File: src/rtl/mem_arb_pkg.sv
// rtl/mem_arb_pkg.sv - shared types for the fetch/load-store memory arbiter
package mem_arb_pkg;
  typedef enum logic [1:0] {IDLE, BUSY, RESP} arb_state_t;
  typedef enum logic {GNT_INSTR, GNT_DATA} grant_t;
endpackage

File: src/rtl/mem_arbiter.sv
// rtl/mem_arbiter.sv - round-robin arbiter sharing one memory port between fetch and load/store
module mem_arbiter
  import mem_arb_pkg::*;
#(
  parameter int ADDR_W = 32,
  parameter int DATA_W = 32
) (
  input  logic                clk,
  input  logic                reset,
  input  logic [ADDR_W-1:0]   instr_address,
  input  logic                instr_read,
  output logic [DATA_W-1:0]   instr_readdata,
  output logic                instr_waitrequest,
  input  logic [ADDR_W-1:0]   data_address,
  input  logic                data_read,
  input  logic                data_write,
  input  logic [DATA_W/8-1:0] data_byteenable,
  input  logic [DATA_W-1:0]   data_writedata,
  output logic [DATA_W-1:0]   data_readdata,
  output logic                data_waitrequest,
  output logic [ADDR_W-1:0]   mem_address,
  output logic                mem_read,
  output logic                mem_write,
  output logic [DATA_W/8-1:0] mem_byteenable,
  output logic [DATA_W-1:0]   mem_writedata,
  input  logic [DATA_W-1:0]   mem_readdata,
  input  logic                mem_waitrequest
);

  arb_state_t state_q, state_d;
  grant_t     grant_q, grant_d;
  grant_t     last_grant_q, last_grant_d;
  logic       wr_q, wr_d;

  logic instr_req, data_req;
  assign instr_req = instr_read;
  assign data_req  = data_read | data_write;

  always_ff @(posedge clk or posedge reset) begin
    if (reset) begin
      state_q      <= IDLE;
      grant_q      <= GNT_INSTR;
      last_grant_q <= GNT_DATA;
      wr_q         <= 1'b0;
    end else begin
      state_q      <= state_d;
      grant_q      <= grant_d;
      last_grant_q <= last_grant_d;
      wr_q         <= wr_d;
    end
  end

  // The operation type is latched at grant so mem_read/mem_write never depend on live requests.
  always_comb begin
    state_d      = state_q;
    grant_d      = grant_q;
    last_grant_d = last_grant_q;
    wr_d         = wr_q;
    case (state_q)
      IDLE: begin
        if (instr_req || data_req) begin
          if (instr_req && data_req)
            grant_d = (last_grant_q == GNT_DATA) ? GNT_INSTR : GNT_DATA;
          else
            grant_d = instr_req ? GNT_INSTR : GNT_DATA;
          wr_d         = (grant_d == GNT_DATA) && data_write;
          last_grant_d = grant_d;
          state_d      = BUSY;
        end
      end
      BUSY: begin
        if (!mem_waitrequest)
          state_d = wr_q ? IDLE : RESP;
      end
      RESP:    state_d = IDLE;
      default: state_d = IDLE;
    endcase
  end

  always_comb begin
    mem_address       = '0;
    mem_read          = 1'b0;
    mem_write         = 1'b0;
    mem_byteenable    = '0;
    mem_writedata     = '0;
    instr_readdata    = '0;
    data_readdata     = '0;
    instr_waitrequest = instr_req;
    data_waitrequest  = data_req;
    case (state_q)
      BUSY: begin
        mem_read  = !wr_q;
        mem_write = wr_q;
        if (grant_q == GNT_INSTR) begin
          mem_address = instr_address;
        end else begin
          mem_address    = data_address;
          mem_byteenable = data_byteenable;
          mem_writedata  = data_writedata;
          if (wr_q && !mem_waitrequest)
            data_waitrequest = 1'b0;
        end
      end
      RESP: begin
        if (grant_q == GNT_INSTR) begin
          instr_readdata    = mem_readdata;
          instr_waitrequest = 1'b0;
        end else begin
          data_readdata    = mem_readdata;
          data_waitrequest = 1'b0;
        end
      end
      default: ;
    endcase
  end

endmodule
File: config.mk
export PLATFORM = sky130hd
export DESIGN_NAME = mem_arbiter
export DESIGN_NICKNAME = d
export VERILOG_FILES = /design/src/rtl/mem_arb_pkg.sv /design/src/rtl/mem_arbiter.sv
export SDC_FILE = /design/constraint.sdc
export NUM_CORES = 1
export LEC_CHECK = 0
export BUFFER_PORTS_ARGS = -buffer_cell sky130_fd_sc_hd__buf_2
export CAP_MARGIN = 20
export CORE_AREA = 10 10 99 101
export DETAILED_ROUTE_END_ITERATION = 7
export DIE_AREA = 0 0 109 111
export PLACE_DENSITY_LB_ADDON = 0.25
export SLEW_MARGIN = 20
export SYNTH_ARGS = -nofsm -noshare
export SYNTH_HDL_FRONTEND = slang
export SYNTH_SLANG_ARGS = --single-unit
export TNS_END_PERCENT = 30
File: constraint.sdc
create_clock -name clk -period 2.45 [get_ports clk]
set_input_delay 0.3675 -clock clk [delete_from_list [all_inputs] [get_ports clk]]
set_output_delay 0.3675 -clock clk [all_outputs]
set_load 0.005 [all_outputs]
# ---- After elaboration in Yosys (flattened, before gate mapping)
# Index checks and enable logic that the tools add are counted.
dict set report classes {
  n_eq_ne 4
  n_mux 27
  bitwise_logic 1
  reduce_logical 9
}
# op n
set ops {}
lappend ops {{$mux W32} 8}
lappend ops {{$mux W1} 12}
lappend ops {{$mux W4} 2}
lappend ops {{$mux W2} 3}
lappend ops {{$ne A2 B2 Y1 const B} 2}
lappend ops {{$pmux W2 S2} 1}
lappend ops {{$reduce_and A2 Y1} 2}
lappend ops {{$logic_and A1 B1 Y1} 3}
lappend ops {{$eq A2 B1 Y1 const B} 1}
lappend ops {{$eq A2 B2 Y1 const B} 1}
lappend ops {{$logic_not A1 Y1} 2}
lappend ops {{$logic_not A2 Y1} 1}
lappend ops {{$pmux W1 S2} 1}
lappend ops {{$logic_or A1 B1 Y1} 1}
lappend ops {{$or A1 B1 Y1} 1}
dict set report totals {
  reg_bits 5
  out_inout_bits 136
  word_cells 45
}

# ---- Longest topological paths before layout
# Gate-level depths: netlist of the first run.
dict set report depth {
  word_depth 6
  mapped_depth 6
  mapped_depth_nobuf 5
}

# ---- Least setup slack after synthesis of the first run
# OpenSTA, ideal clock, no wires.
dict set report synth_path {
  path_kind {reg-to-output}
  start {register state_q[1]}
  end {output port data_waitrequest}
  arrival_ps 1189
  slack_ps 894
  stages_incl_launch_ff 7
  path_cell_list {dfrtp_1 > inv_1 > ha_1 > buf_4 > clkbuf_1 > o21ai_0 > a31oi_1}
}
dict set report synth_between {
  elab_chain_len 2
  elab_cells_between_ends 3
}
# element line_no
set synth_lines {}
lappend synth_lines {{from (decl)} mem_arbiter.sv:30} ;# arb_state_t state_q, state_d;
lappend synth_lines {{from (signal assigned)} mem_arbiter.sv:46} ;# state_q <= state_d;
lappend synth_lines {{$eq A2 B2 Y1 / $eq A2 B1 Y1 (equally long branches)} mem_arbiter.sv:90} ;# case (state_q)
lappend synth_lines {{$pmux W1 S2 (*)} mem_arbiter.sv:90}
lappend synth_lines {{to (decl)} mem_arbiter.sv:20} ;# output logic data_waitrequest,
# Mark *: on every way between the ends. The rest lies on a longest branch, timed or not.

# ---- Worst setup path in the final report of the first run
dict set report layout_path {
  start {register grant_q}
  end {output port instr_readdata[15]}
}
dict set report layout_between {
  elab_chain_len 2
}
# element line_no
set layout_lines {}
lappend layout_lines {{from (decl)} mem_arbiter.sv:31} ;# grant_t grant_q, grant_d;
lappend layout_lines {{from (signal assigned)} mem_arbiter.sv:47} ;# grant_q <= grant_d;
lappend layout_lines {{$mux W32} mem_arbiter.sv:105} ;# if (grant_q == GNT_INSTR) begin
lappend layout_lines {{$mux W32} mem_arbiter.sv:90}
lappend layout_lines {{to (decl)} mem_arbiter.sv:12} ;# output logic [DATA_W-1:0] instr_readdata,
# No other way between the ends.

==> summary.txt, run 1 <==
Status
  – Status: finished, final reports clean

Timing
  – Final Hold Viols: 0
  – Worst-margin pin slew: 539 ps
  – Period Utilization, post-route: 86.1%
  – Final setup TNS: 0 ps
  – Finish-stage setup viols: 0
  – Rel. slew slack: 64.0%
  – Fin Hold WS: 29.5 ps
  – Peak Freq: 0.474 GHz
  – RSZ-0062 raised after global routing: false
  – Clk_skew: 4.38 ps
  – Max-slew violations: 0
  – Minimum clock period: 2110 ps

Setup path
  – Crit path launch: grant_q$_DFFE_PP0P_
  – Flop2flop setup slack: 850 ps
  – Crit. End Element: output port
  – R2R cell count: 6
  – WP data required: 2080 ps
  – Worst R2R End: state_q[1]$_DFFE_PP0P_
  – WS Path Type: register to output port
  – Reg2reg start: state_q[1]$_DFFE_PP0P_
  – Max FO, Critical Path: 33
  – CP Launch Type: register
  – CP arrival: 1740 ps
  – Crit path to: instr_readdata[15]

Synthesis
  – Synthesized area: 1660 um^2
  – Synthesized Nets: 366
  – Sequential area share after synthesis: 7.61%
  – Ys Warns: 0
  – Yosys cell types: 26
  – Async S/R FF share, synth: 100%
  – Mapped Cells: 225
  – EDFF count, synth: 0
  – Yosys reg bits: 5
  – Syn_area_per_cell: 7.38 um^2
  – Most used DFF post-synth: dfrtp_1

Layout
  – Area Overhead vs Synth: 84.9%
  – Multi-input logic area: 1330 um^2
  – Share of post-route cells with drive strength above 1: 59.3%
  – Finished Core Util: 38.5%
  – Leading cell type in the layout, fill and taps excluded: buf_2
  – Fin area: 3070 um^2
  – Fill count: 840
  – Sequential cell area: 130 um^2
  – Nets: 621
  – Commonest non-fill, non-tap cells in the layout: 273 x buf_2, 68 x and3_1, 34 x nor2b_1, 34 x and2_1, 32 x mux2i_1
  – N_diodes: 0

Floorplanning
  – Die Y: 111 um
  – Row count: 33
  – Io pins: 274
  – Initial Utilization: 20.9%
  – Core Region: 7970 um^2
  – Die width: 109 um
  – Die area: 12100 um^2

Global routing
  – Largest net degree at the start of global routing: 74
  – Antenna violations before repair: 0
  – Global-route wire length before repair: 13.8 mm
  – All-layer global routing usage: 13.7%
  – Vias in the first global route: 2631
  – Total gr overflow: 0

Power and ir drop
  – Switch Pwr: 1.09 mW
  – Clock share of power: 6.5%
  – Peak supply drop: 559 uV
  – Sequential power share: 11.3%
  – Switching share of total power: 47.1%
  – Power Density: 754 nW/um^2
  – Int Power: 1.23 mW
  – Leakage: 2.23 nW
  – Combinational group share of total power: 82.2%

Detailed routing
  – Vias: 2534
  – Initial DRC count: 112
  – Avg Vias per Cell: 4.34
  – Drc violations: 0
  – Antenna Nets Post-Route: 0
  – Drt total wl: 9.46 mm
  – Routed len/inst: 16.2 um
  – Drt pass-1 iters: 4

Run
  – Max-cap violations: 0

Clocking
  – Max clock buf depth: 2
  – CTS tree: yes
  – Setup bufs post-CTS: 0
  – H-tree depth: 1
  – CTS Buf Count: 3
  – # resized after CTS: 0
  – CTS sink count: 5
  – Clock root buffer: clkbuf_8
  – Clock transition at the registers of the reported paths: 40 ps
  – Clock Latency Late Sink: 220 ps
  – Hold_buf cts: 0

Placement
  – I/O Buffers: 273
  – DP Area: 3030 um^2
  – DP Wirelength: 8.16 mm
  – RD Place Congestion: 0.822

Hold path
  – HP Class: input pin to asynchronous set/reset pin
-- power by group through the flow --
stage | logic [mW] | clock network (mW) | registers [mW]
floorplan | 1.35 | 0 | 0.149
global placement | 1.92 | 0 | 0.263
detailed placement | 1.92 | 0 | 0.267
CTS | 1.93 | 0.156 | 0.267
global route | 2.13 | 0.164 | 0.276
finish | 1.90 | 0.151 | 0.262
-- metal layers --
| metal | global-route usage (%) | routed length [um] |
|---|---|---|
| met5 | 0 | 0 |
| met4 | 1.76 | 65 |
| met3 | 7.15 | 1460 |
| met2 | 25.8 | 4720 |
| met1 | 13.0 | 3220 |
-- final cells by class --
cell class	count	share of cell area (%)
timing repair buffer	277	46.3
inverter	5	0.611
sequential	5	4.24
clock buffer	4	1.47
multi-input combinational	188	43.1
tap	105	4.28
-- through the flow --
stage | power [mW] | worst slack [ps] | std cells
floorplan | 1.50 | 894 | 225
global placement | 2.19 | 584 | 580
detailed placement | 2.19 | 558 | 580
CTS | 2.36 | 316 | 584
global route | 2.57 | 211 | 584
finish | 2.32 | 340 | 584
-- kinds of logic (layout without fill, tap and decap cells) --
family | Yosys count | in the layout | share of synthesized area [%]
mux | 33 | 33 | 20.0
buf+inv | 32 | 286 | 12.6
compound gates | 11 | 11 | 4.37
simple gates | 141 | 141 | 53.2
fa+ha+maj | 3 | 3 | 2.26
flops | 5 | 5 | 7.61
-- sequential cells by signal, summed over array words and instances, names as in the netlist --
name	flops
wr_q	1
last_grant_q	1
grant_q	1
state_q	2
-- synthesized netlist by cell type (all sizes together), types with 2 or more instances --
master,instances,area [um^2]
a21oi,2,10.0
a31oi,2,12.5
a32o,2,20.0
and2,34,213
and3,68,425
buf,13,135
clkbuf,14,56.3
dfrtp,4,100
ha,3,37.5
inv,5,18.8
mux2i,32,320
nand2,2,7.51
nor2b,35,226
o21ai,3,15.0
-- worst max-delay path, cell delays in order, from the launching register on --
cell     delay (ps)
dfrtp_4         650
nor2b_4         520
and2_1          210
buf_2           110
-- worst min path at each step --
stage          startpoint  slack [ps]             endpoint  cells after the start
2_1_floorplan       reset         150  grant_q$_DFFE_PP0P_                      1
3_3_place_gp        reset         260  grant_q$_DFFE_PP0P_                      2
3_5_place_dp        reset         260     wr_q$_DFFE_PP0P_                      2
4_1_cts             reset          30  grant_q$_DFFE_PP0P_                      2
5_1_grt             reset          40  grant_q$_DFFE_PP0P_                      2
6_report            reset          30  grant_q$_DFFE_PP0P_                      2
Power figures use the tool's default switching activity.
==> run 2, diff against run 1 <==
--- a/constraint.sdc
+++ b/constraint.sdc
@@ -3,2 +3,2 @@
 set_output_delay 0.3675 -clock clk [all_outputs]
-set_load 0.005 [all_outputs]
+set_load 0.1 [all_outputs]
==> run 2 against run 1 <==
  * Total power grew to 3.5 times the previous value
  * Via count increased by 3.0%
  * Cell count is 0.17% higher
  * Sequential power down 34%
  * Sequential share of layout area shrank 1.7 points
  * Register-to-register slack gained 160 ps
  * Clock skew up 0.77 ps
  * Largest cell class unchanged
  * Highest routed layer unchanged
==> summary.txt, run 2 (synthesis results as in run 1) <==
Floorplanning
  – Die area: 12100 um^2
  – Initial Utilization: 20.9%
  – Die width: 109 um
  – Row count: 33
  – Die Y: 111 um
  – Core Region: 7970 um^2
  – Io pins: 274

Setup path
  – Buf+Inv Stages, Crit Path: 2
  – Crit. End Element: output port
  – Crit-path slowest cell: nor2b_4
  – WS Path Type: register to output port
  – Flop2flop setup slack: 1010 ps
  – Worst path max stage delay: 510 ps
  – Worst R2R End: state_q[1]$_DFFE_PP0P_
  – Cell count along the critical path: 5
  – CP arrival: 1840 ps
  – Reg2reg start: state_q[1]$_DFFE_PP0P_
  – R2R cell count: 5
  – Cells along the critical path: inv_1 > ha_1 > nor2b_4 > and2_1 > buf_12
  – Max FO, Critical Path: 33
  – Top delay family on crit path: simple AND/OR/NAND/NOR gates
  – CP Launch Type: register
  – WP data required: 2080 ps

Placement
  – I/O Buffers: 273
  – RD Place Congestion: 0.792
  – DP Worst Slack: 468 ps
  – DP Wirelength: 10.2 mm
  – DP Area: 5080 um^2
  – Placed Instances: 581

Clocking
  – Clock Latency Late Sink: 220 ps
  – Setup bufs post-CTS: 0
  – CTS tree: yes
  – Hold_buf cts: 0
  – H-tree depth: 1
  – Clock root buffer: clkbuf_8
  – CTS sink count: 5
  – # resized after CTS: 0
  – CTS Buf Count: 3
  – Clock transition at the registers of the reported paths: 40 ps
  – Max clock buf depth: 2

Layout
  – Finished Core Util: 64.3%
  – Fin area: 5130 um^2
  – N_diodes: 0
  – Post-Layout Cell Count: 585
  – Largest reg by FF count: state_q
  – Share of post-route cells with drive strength above 1: 61.9%
  – Nets: 622
  – Area Overhead vs Synth: 209%
  – Max reg flops: 2
  – Commonest non-fill, non-tap cells in the layout: 138 x buf_2, 136 x buf_12, 68 x and3_1
  – Leading cell type in the layout, fill and taps excluded: buf_2

Timing
  – Clk_skew: 5.16 ps
  – Period Utilization, post-route: 90.2%
  – Max-slew violations: 0
  – RSZ-0062 raised after global routing: false
  – Peak Freq: 0.453 GHz
  – Final Hold Viols: 0
  – Finish-stage setup viols: 0
  – Final setup TNS: 0 ps
  – Minimum clock period: 2210 ps
  – Rel. slew slack: 62.3%
  – Setup WS post-layout: 241 ps
  – Worst-margin pin slew: 564 ps

Detailed routing
  – Initial DRC count: 56
  – Routed len/inst: 19.3 um
  – Vias: 2611
  – Avg Vias per Cell: 4.46
  – Drt pass-1 iters: 4
  – Antenna Nets Post-Route: 0
  – Drc violations: 0
  – Drt total wl: 11.3 mm

Hold path
  – HP Class: input pin to asynchronous set/reset pin

Global routing
  – Antenna violations before repair: 0
  – Global-route wire length before repair: 17.2 mm
  – All-layer global routing usage: 17.8%
  – Vias in the first global route: 2846
  – Total gr overflow: 0
  – Largest net degree at the start of global routing: 60

Run
  – Max-cap violations: 0

Power and ir drop
  – Leakage: 2.65 nW
  – Peak supply drop: 1040 uV
  – Power Density: 1570 nW/um^2

Status
  – Status: finished, final reports clean
run 2: cell count changes in the layout (fill, tap and decap cells not counted):
cell      previous run  this run
buf_4                2         4
ha_1                 3         2
a31oi_1              2         1
a31oi_2              0         1
nor2b_1             34        25
buf_2              273       138
buf_12               2       136
nor2b_2              0         9
clkinv_2             0         1
ha_2                 0         1
clkbuf_1             1         0
run 2: area by class of cell:
cell class,instances,area [um^2]
tap,105,131
clock buffer,3,41.3
timing repair buffer,278,3440
fill,629,2840
inverter,5,18.8
sequential,5,130
multi-input combinational,188,1360
clock inverter,1,5.00
run 2: worst max-delay path by stage:
stage                           startpoint                 to  slack [ps]
floorplan           state_q[1]$_DFFE_PP0P_    mem_address[22]        -190
finish              state_q[0]$_DFFE_PP0P_  instr_readdata[4]         240
CTS                 state_q[0]$_DFFE_PP0P_  instr_readdata[4]         230
detailed placement  state_q[0]$_DFFE_PP0P_  instr_readdata[4]         470
global route        state_q[0]$_DFFE_PP0P_  instr_readdata[4]          60
global placement    state_q[0]$_DFFE_PP0P_  instr_readdata[9]         520
run 2: through the flow:
| stage | hold WS (ps) | total power, mW |
|---|---|---|
| 2_1_floorplan | 145 | 5.27 |
| 3_3_place_gp | 269 | 7.88 |
| 3_5_place_dp | 272 | 7.95 |
| 4_1_cts | 35.7 | 8.11 |
| 5_1_grt | 42.3 | 8.33 |
| 6_report | 26.9 | 8.04 |
run 2: metal layers:
layer	global-route usage (%)	routed length [um]	vias to the layer above
li1	-	-	1281
met1	16.6	3640	1158
met2	33.3	5950	164
met3	8.90	1600	8
met4	3.52	120	0
met5	0	0	-
run 2: power by group:
| part | total, mW | switching, mW | leakage [nW] | internal, mW |
|---|---|---|---|---|
| Combinational | 7.71 | 5.13 | 2.56 | 2.59 |
| Sequential | 0.174 | 0.0395 | 0.0584 | 0.134 |
| Clock | 0.154 | 0.0442 | 0.0255 | 0.110 |
| Total | 8.04 | 5.21 | 2.65 | 2.83 |
